[config.mk]
export PLATFORM = sky130hd
export DESIGN_NAME = decode_issue_controller
export DESIGN_NICKNAME = d
export VERILOG_FILES = /design/src/rtl/decode_issue_controller.sv
export SDC_FILE = /design/constraint.sdc
export NUM_CORES = 1
export LEC_CHECK = 0
export CORE_MARGIN = 3
export CORE_UTILIZATION = 44
export DETAILED_ROUTE_END_ITERATION = 12
export PLACE_DENSITY = 0.78
export SETUP_SLACK_MARGIN = 0.3
export SYNTH_ARGS = -nofsm -noshare
export SYNTH_HDL_FRONTEND = slang
export SYNTH_SLANG_ARGS = --single-unit
export TNS_END_PERCENT = 20
[constraint.sdc]
create_clock -name clk -period 5.1 [get_ports clk]
set_clock_uncertainty 0.1 [all_clocks]
set_input_delay 1.02 -clock clk [delete_from_list [all_inputs] [get_ports clk]]
set_output_delay 1.02 -clock clk [all_outputs]
set_load 0.01 [all_outputs]
[src/rtl/decode_issue_controller.sv]
// decode_issue_controller: single-entry decode stage with immediate-format decode,
// load-use bubble insertion and valid/ready handshakes toward fetch and execute.
module decode_issue_controller #(
   parameter int BIT_COUNT = 32
) (
   input  logic        clk,
   input  logic        reset,
   input  logic [31:0] InstrF,
   input  logic        InstrValidF,
   output logic        InstrReadyD,
   input  logic        FlushD,
   input  logic        ExReadyE,
   output logic [31:0] InstrD,
   output logic [2:0]  ImmSrcD,
   output logic        InstrValidD,
   output logic        IllegalD
);
   if (BIT_COUNT < 32) begin : g_width_check
      $error("decode_issue_controller: BIT_COUNT must be at least 32");
   end
   localparam logic [1:0] EMPTY = 2'd0;
   localparam logic [1:0] VALID = 2'd1;
   localparam logic [1:0] STALL = 2'd2;
   localparam logic [2:0] IMM_11T0 = 3'd0;
   localparam logic [2:0] IMM_S    = 3'd1;
   localparam logic [2:0] IMM_B    = 3'd2;
   localparam logic [2:0] IMM_U    = 3'd3;
   localparam logic [2:0] IMM_J    = 3'd4;
   localparam logic [2:0] IMM_4T0  = 3'd5;
   localparam logic [6:0] OP_IMM   = 7'b0010011;
   localparam logic [6:0] OP_LOAD  = 7'b0000011;
   localparam logic [6:0] OP_JALR  = 7'b1100111;
   localparam logic [6:0] OP_STORE = 7'b0100011;
   localparam logic [6:0] OP_LUI   = 7'b0110111;
   localparam logic [6:0] OP_AUIPC = 7'b0010111;
   localparam logic [6:0] OP_JAL   = 7'b1101111;
   localparam logic [6:0] OP_BR    = 7'b1100011;
   localparam logic [6:0] OP_REG   = 7'b0110011;

   logic [1:0]  state, state_nx;
   logic        load_pend, pend_nx;
   logic [4:0]  load_rd, rd_nx;
   logic        issue, accept, haz_f, haz_d, ill_f;
   logic [2:0]  imm_f;

   function automatic logic [2:0] imm_sel(input logic [6:0] op, input logic [2:0] f3);
      return (op == OP_IMM && f3[1:0] == 2'b01) ? IMM_4T0 :
             (op == OP_STORE)                   ? IMM_S   :
             (op == OP_LUI || op == OP_AUIPC)   ? IMM_U   :
             (op == OP_JAL)                     ? IMM_J   :
             (op == OP_BR)                      ? IMM_B   : IMM_11T0;
   endfunction

   function automatic logic known(input logic [6:0] op);
      return op == OP_IMM || op == OP_LOAD || op == OP_JALR || op == OP_STORE ||
             op == OP_LUI || op == OP_AUIPC || op == OP_JAL || op == OP_BR || op == OP_REG;
   endfunction

   // Compares against the tracker value that will hold after this edge, so a load
   // issuing in the same cycle already blocks its consumer.
   function automatic logic hazard(input logic [6:0] op, input logic [4:0] rs1,
                                   input logic [4:0] rs2, input logic p, input logic [4:0] r);
      logic use1, use2;
      use1 = op == OP_IMM || op == OP_LOAD || op == OP_STORE || op == OP_BR ||
             op == OP_JALR || op == OP_REG;
      use2 = op == OP_STORE || op == OP_BR || op == OP_REG;
      return p && r != 5'd0 && ((use1 && rs1 == r) || (use2 && rs2 == r));
   endfunction

   always_comb begin
      InstrValidD = state == VALID;
      issue       = InstrValidD & ExReadyE;
      InstrReadyD = (state == EMPTY) | issue;
      accept      = InstrValidF & InstrReadyD & ~FlushD;
      pend_nx     = FlushD ? 1'b0 :
                    ExReadyE ? (issue && InstrD[6:0] == OP_LOAD && InstrD[11:7] != 5'd0) : load_pend;
      rd_nx       = ExReadyE ? InstrD[11:7] : load_rd;
      imm_f       = imm_sel(InstrF[6:0], InstrF[14:12]);
      ill_f       = ~known(InstrF[6:0]);
      haz_f       = hazard(InstrF[6:0], InstrF[19:15], InstrF[24:20], pend_nx, rd_nx);
      haz_d       = hazard(InstrD[6:0], InstrD[19:15], InstrD[24:20], pend_nx, rd_nx);
      state_nx    = FlushD ? EMPTY :
                    accept ? (haz_f ? STALL : VALID) :
                    issue  ? EMPTY :
                    (state == STALL && !haz_d) ? VALID : state;
   end

   always_ff @(posedge clk or negedge reset) begin
      if (!reset) begin
         state     <= EMPTY;
         InstrD    <= 32'h0000_0013;
         ImmSrcD   <= IMM_11T0;
         IllegalD  <= 1'b0;
         load_pend <= 1'b0;
         load_rd   <= 5'd0;
      end else begin
         state     <= state_nx;
         load_pend <= pend_nx;
         load_rd   <= rd_nx;
         if (accept) begin
            InstrD   <= InstrF;
            ImmSrcD  <= imm_f;
            IllegalD <= ill_f;
         end
      end
   end
endmodule

---- Word-level counts from Yosys, hierarchy flattened ----
Cells that the tools add are included.
word-level totals
  latch bits .............................. 0
  bits in writable memories ............... 0
  logic and storage cells ................. 87
  bits in read-only memories .............. 0
  memories kept ........................... 0
  register bits after elaboration ......... 44
  input port bits ......................... 37
operators by class
  equal/unequal tests ..................... 22
  shift-type cells ........................ 0
  div/mod/pow operators ................... 0
  $add $sub $neg .......................... 0
  order comparisons ....................... 0
  mux-type cells .......................... 13
  reduce and logical (&&, ||, !) cells .... 40
  $mul .................................... 0
  bitwise gates (word level) .............. 6
operators by type and width
  kind                number
  $eq 7x6->1 const B  5
  $eq 7x7->1 const B  5
  $logic_or 1x1->1    24
  $eq 7x5->1 const B  3
  $eq 5x5->1          4
  $eq 7x2->1 const B  2
  $mux 2              6
  $mux 3              4
  $logic_and 1x1->1   11
  $reduce_bool 5->1   2
  $mux 5              1
  $eq 2x1->1 const B  2
  $reduce_bool 4->1   1
  $and 1x1->1         3
  $eq 2x2->1 const B  1
  $logic_not 2->1     1
  $mux 1              2
  $not 1->1           2
  $logic_not 1->1     1
  $or 1x1->1          1

---- Logic depth before layout (Yosys ltp) ----
  depth after elaboration ................. 15
  depth in mapped cells ................... 9
  gate-level depth less buffers ........... 6

---- Least setup slack after synthesis ----
No wires, ideal clock.
  kind .................................... in2reg
  start ................................... input ExReadyE
  end ..................................... register InstrD[27]
  arrival ................................. 2.462 ns
  buffers on the path ..................... 3
  cell stages on the path ................. 8
  slack ................................... 2.413 ns
  data required time ...................... 4.875 ns
  path through ............................ buf_6 inv_1 a21oi_1 nand2_1 nor2_1 buf_4 buf_6 mux2_2
on the way
  cells in the longest elaborated chain, start to end .. 4
RTL lines
  item                       RTL line  source
  from (decl)                12        input logic ExReadyE,
  $and 1x1->1                72        issue = InstrValidD & ExReadyE;
  $or 1x1->1                 73        InstrReadyD = (state == EMPTY) | issue;
  net InstrReadyD            10        output logic InstrReadyD,
  $and 1x1->1 (2 in series)  74        accept = InstrValidF & InstrReadyD & ~FlushD;
  to (signal assigned)       101       InstrD <= InstrF;
  to (decl)                  13        output logic [31:0] InstrD,
The timed path passes the listed nets, and every way through them passes these cells.
A chain may end at the register's enable or synchronous reset.

---- Worst setup path after layout ----
  start ................................... input ExReadyE
  end ..................................... output InstrReadyD
on the way
  cells in the longest elaborated chain, start to end .. 2
RTL lines
  item         RTL line
  $and 1x1->1  72
  $or 1x1->1   73
  to (decl)    10
No other way between the ends.

==> impl_summary.log <==
[metrics] number of warnings printed during yosys synthesis: 0
[metrics] async set or reset register ratio after synthesis: 1.00
[metrics] dpl cells: 319
[metrics] number of buffers created by CTS: 5
[metrics] Area Overhead vs Synth: 39.2%
[metrics] Routed wire per std cell: 15.2 microns
[metrics] post-CTS setup buffers: 0
[metrics] die height: 77.3 microns
[metrics] RSZ-0062 raised after global routing: false
[metrics] Post-CTS Resized: 0
[metrics] initial core utilization: 0.464
[metrics] post-DR vias/cell: 5.08
[metrics] Final Hold Vio Count: 0
[metrics] instance count of the mapped netlist: 184
[metrics] Slew Limit Fails: 0
[metrics] Boundary Pins: 75
[metrics] Max Freq: 0.269 GHz
[metrics] fin nets: 296
[metrics] count of buffering cells on the critical path with inverters included: 4
[metrics] Syn Area/Cell: 12.1 sq um
[metrics] dominant synthesized flop cell: dfrtp_1
[metrics] Unique masters post-synth: 36
[metrics] Synth Register Bits: 44
[metrics] count of placed standard cells in the final layout, fillers left out: 327
[metrics] clock latency reported for the late side of the worst-skew pair: 300 ps
[metrics] path class of the lowest-slack min-delay path: reg -> reg
[metrics] die outline width: 77.3 microns
[metrics] max-capacitance violation count: 0
[metrics] H-tree level count: 2
[metrics] pin count of the biggest net entering global routing: 45
[metrics] Internal Pwr Total: 0.705 mW
[metrics] relative slew slack: 0.293
[metrics] worst setup path category: in -> out
[metrics] Final ANT Viol Nets: 0
[metrics] via total after detailed routing: 1662
[metrics] switching portion of total power: 0.294
[metrics] clock tree from TritonCTS: yes
[metrics] number of antenna cells inserted: 0
[metrics] vias in the first global route: 1746
[metrics] initial antenna violation count: 0
[metrics] peak per-stage delay on the critical path: 580 ps
[metrics] CTS sink count: 44
[metrics] root buffer selected by CTS: clkbuf_8
[metrics] Mapped Nets: 221
[metrics] total wire length after detailed routing: 4990 microns
[metrics] Data required, critical path: 3980 ps
[metrics] Switch Pwr: 0.294 mW
[metrics] Max VDD drop: 0.000208 V
[metrics] leakage component of the power: 1.22 nW
[metrics] share of cells above drive strength 1: 0.200
[metrics] areal power density over the cells: 321 nW/um^2
[metrics] maximum fanout encountered on the critical timing path: 8
[metrics] Data arrival, critical path: 2600 ps
[metrics] number of synthesized flops with an enable pin: 0
[metrics] critical path's top delay family: buffers and inverters
[metrics] fill cell total of the finished layout: 413
[metrics] core area: 4820 sq um
[metrics] # hold bufs at CTS: 0
[metrics] first drt pass iteration count: 4
[metrics] final worst-path cycle share: 0.729
[metrics] Post-Syn Area: 2230 sq um
[metrics] overflow left after global routing: 0
[metrics] proportion of power drawn by combinational gates: 0.317
[metrics] clk slew on worst S/H paths: 80 ps
[metrics] CP startpoint kind: input port
[metrics] sum of negative setup slack: 0 ps
[metrics] clock period minus worst slack: 3720 ps
[metrics] run status: complete, no violations
[metrics] detailed placer's ending HPWL: 3670 microns
[metrics] global-route wire length before repair: 8530 microns
[metrics] maximum buffer depth of the clock tree: 2
[metrics] Clock Power Share: 0.228
[metrics] Flop pwr share: 0.455
[metrics] sequential cell area fraction in the yosys report: 0.494
[metrics] quantity of I/O buffers inserted on ports: 74
[metrics] total setup violations reported at the end of the flow: 0
[metrics] type of destination of the critical path: primary output
[metrics] Remaining DRCs: 0
[metrics] Least-Margin Pin Slew: 1060 ps
[metrics] placement row count: 25
[metrics] reg-to-reg slack, setup: 2740 ps
[metrics] cell seen most often among critical-path stages: clkdlybuf4s50_1
[metrics] total design power: 0.999 mW
[metrics] Total Die Area: 5970 sq um
[metrics] global routing usage summed across all routing layers: 0.182
[metrics] RD Place Congestion: 0.791
[metrics] CP max-delay cell: clkdlybuf4s50_1
[metrics] iteration-0 DRC count of the detailed router: 103
[metrics] cell breakdown of the critical path: clkdlybuf4s50_1, buf_4, inv_1, a21oi_1, clkdlybuf4s50_1
==> stage by stage <==
stage	worst slack [ps]	area, sq um	utilization	hold slack, ps
final	1380	3110	0.646	409
after global routing	1230	3110	0.646	448
after CTS	1370	3110	0.646	413
after detailed placement	1370	3020	0.627	394
after global placement	1390	3020	0.627	388
after floorplan	2410	2230	-	389
==> power groups by stage <==
stage	combinational [mW]	clock (mW)	sequential, mW
after floorplan	0.146	0	0.476
after global placement	0.316	0	0.459
after detailed placement	0.321	0	0.461
after CTS	0.322	0.233	0.455
after global routing	0.343	0.248	0.465
final	0.317	0.228	0.454
==> kinds of logic (layout without fill, tap and decap cells) <==
family | Yosys count | count (layout) | synth area share
DFF | 44 | 44 | 0.494
and+or+nand+nor | 40 | 40 | 0.0991
muxes | 38 | 38 | 0.216
AOI/OAI and AO/OA | 25 | 25 | 0.0739
xor gates and xnor gates | 20 | 20 | 0.0784
buffers and inverters | 17 | 93 | 0.0381
==> final timing paths <==
check	end	depth (start not counted)	start
setup / recovery	InstrReadyD	5	ExReadyE
hold / removal	InstrD[13]	1	InstrD[13]
setup reg to reg	InstrD[9]	4	state[0]
hold reg to reg	InstrD[13]	1	InstrD[13]
max in group asynchronous	InstrD[9]	1	reset
min in group asynchronous	InstrD[28]	1	reset
==> cells in the final DEF, fill, tap and decap left out, types with 6 or more instances in the layout <==
cell type | netlist | routed
clkdlybuf4s50_1 | 0 | 73
dfrtp_1 | 41 | 41
mux2_2 | 32 | 32
xnor2_1 | 13 | 13
inv_1 | 10 | 10
nand2_1 | 8 | 8
o21ai_0 | 8 | 8
xor2_1 | 7 | 7
nor2_1 | 7 | 6
nand4_1 | 6 | 6
clkbuf_8 | 0 | 6
==> flip-flops by register name, summed over array words and instances, names as in the netlist <==
| register | flops |
|---|---|
| load_pend | 1 |
| InstrD | 32 |
| state | 2 |
| load_rd | 5 |
| IllegalD | 1 |
| ImmSrcD | 3 |
==> metal layers <==
metal	track usage	part of all wire
met5	0	0
met4	0.0641	0.015
met1	0.234	0.44
met3	0.0423	0.039
met2	0.300	0.50
==> worst register-to-register path, delay by kind of cell (launching register included) <==
family,cells,cell delay (ps)
AOI/OAI and AO/OA,1,250
and+or+nand+nor,2,1010
muxes,1,440
DFF,1,440
==> cell usage after synthesis, types with 2 or more instances <==
library cell	instances	share of area
nand2b_1	2	0.0056
nor2b_1	3	0.0084
nor4_1	3	0.0084
nor4bb_1	2	0.0090
nand2_1	8	0.013
o21ai_0	8	0.018
o21bai_1	2	0.0067
xor2_1	7	0.027
dfrtp_1	41	0.46
nor2_1	7	0.012
a21oi_1	5	0.011
buf_6	2	0.010
o21ai_1	2	0.0045
clkbuf_1	2	0.0034
buf_2	2	0.0045
nand4_1	6	0.017
nand3_1	5	0.011
dfstp_2	3	0.035
inv_1	10	0.017
mux2_2	32	0.16
xnor2_1	13	0.051
mux2i_4	5	0.050
==> cell type report <==
cell class | instances | area [sq um] | area share
inverter | 10 | 37.5 | 0.0121
tap | 67 | 83.8 | 0.0269
multi-input combinational | 123 | 1050 | 0.338
clock buffer | 8 | 90.1 | 0.0290
sequential | 44 | 1100 | 0.355
timing repair buffer | 75 | 743 | 0.239
Note: power is estimated with default switching activity, not from simulation.
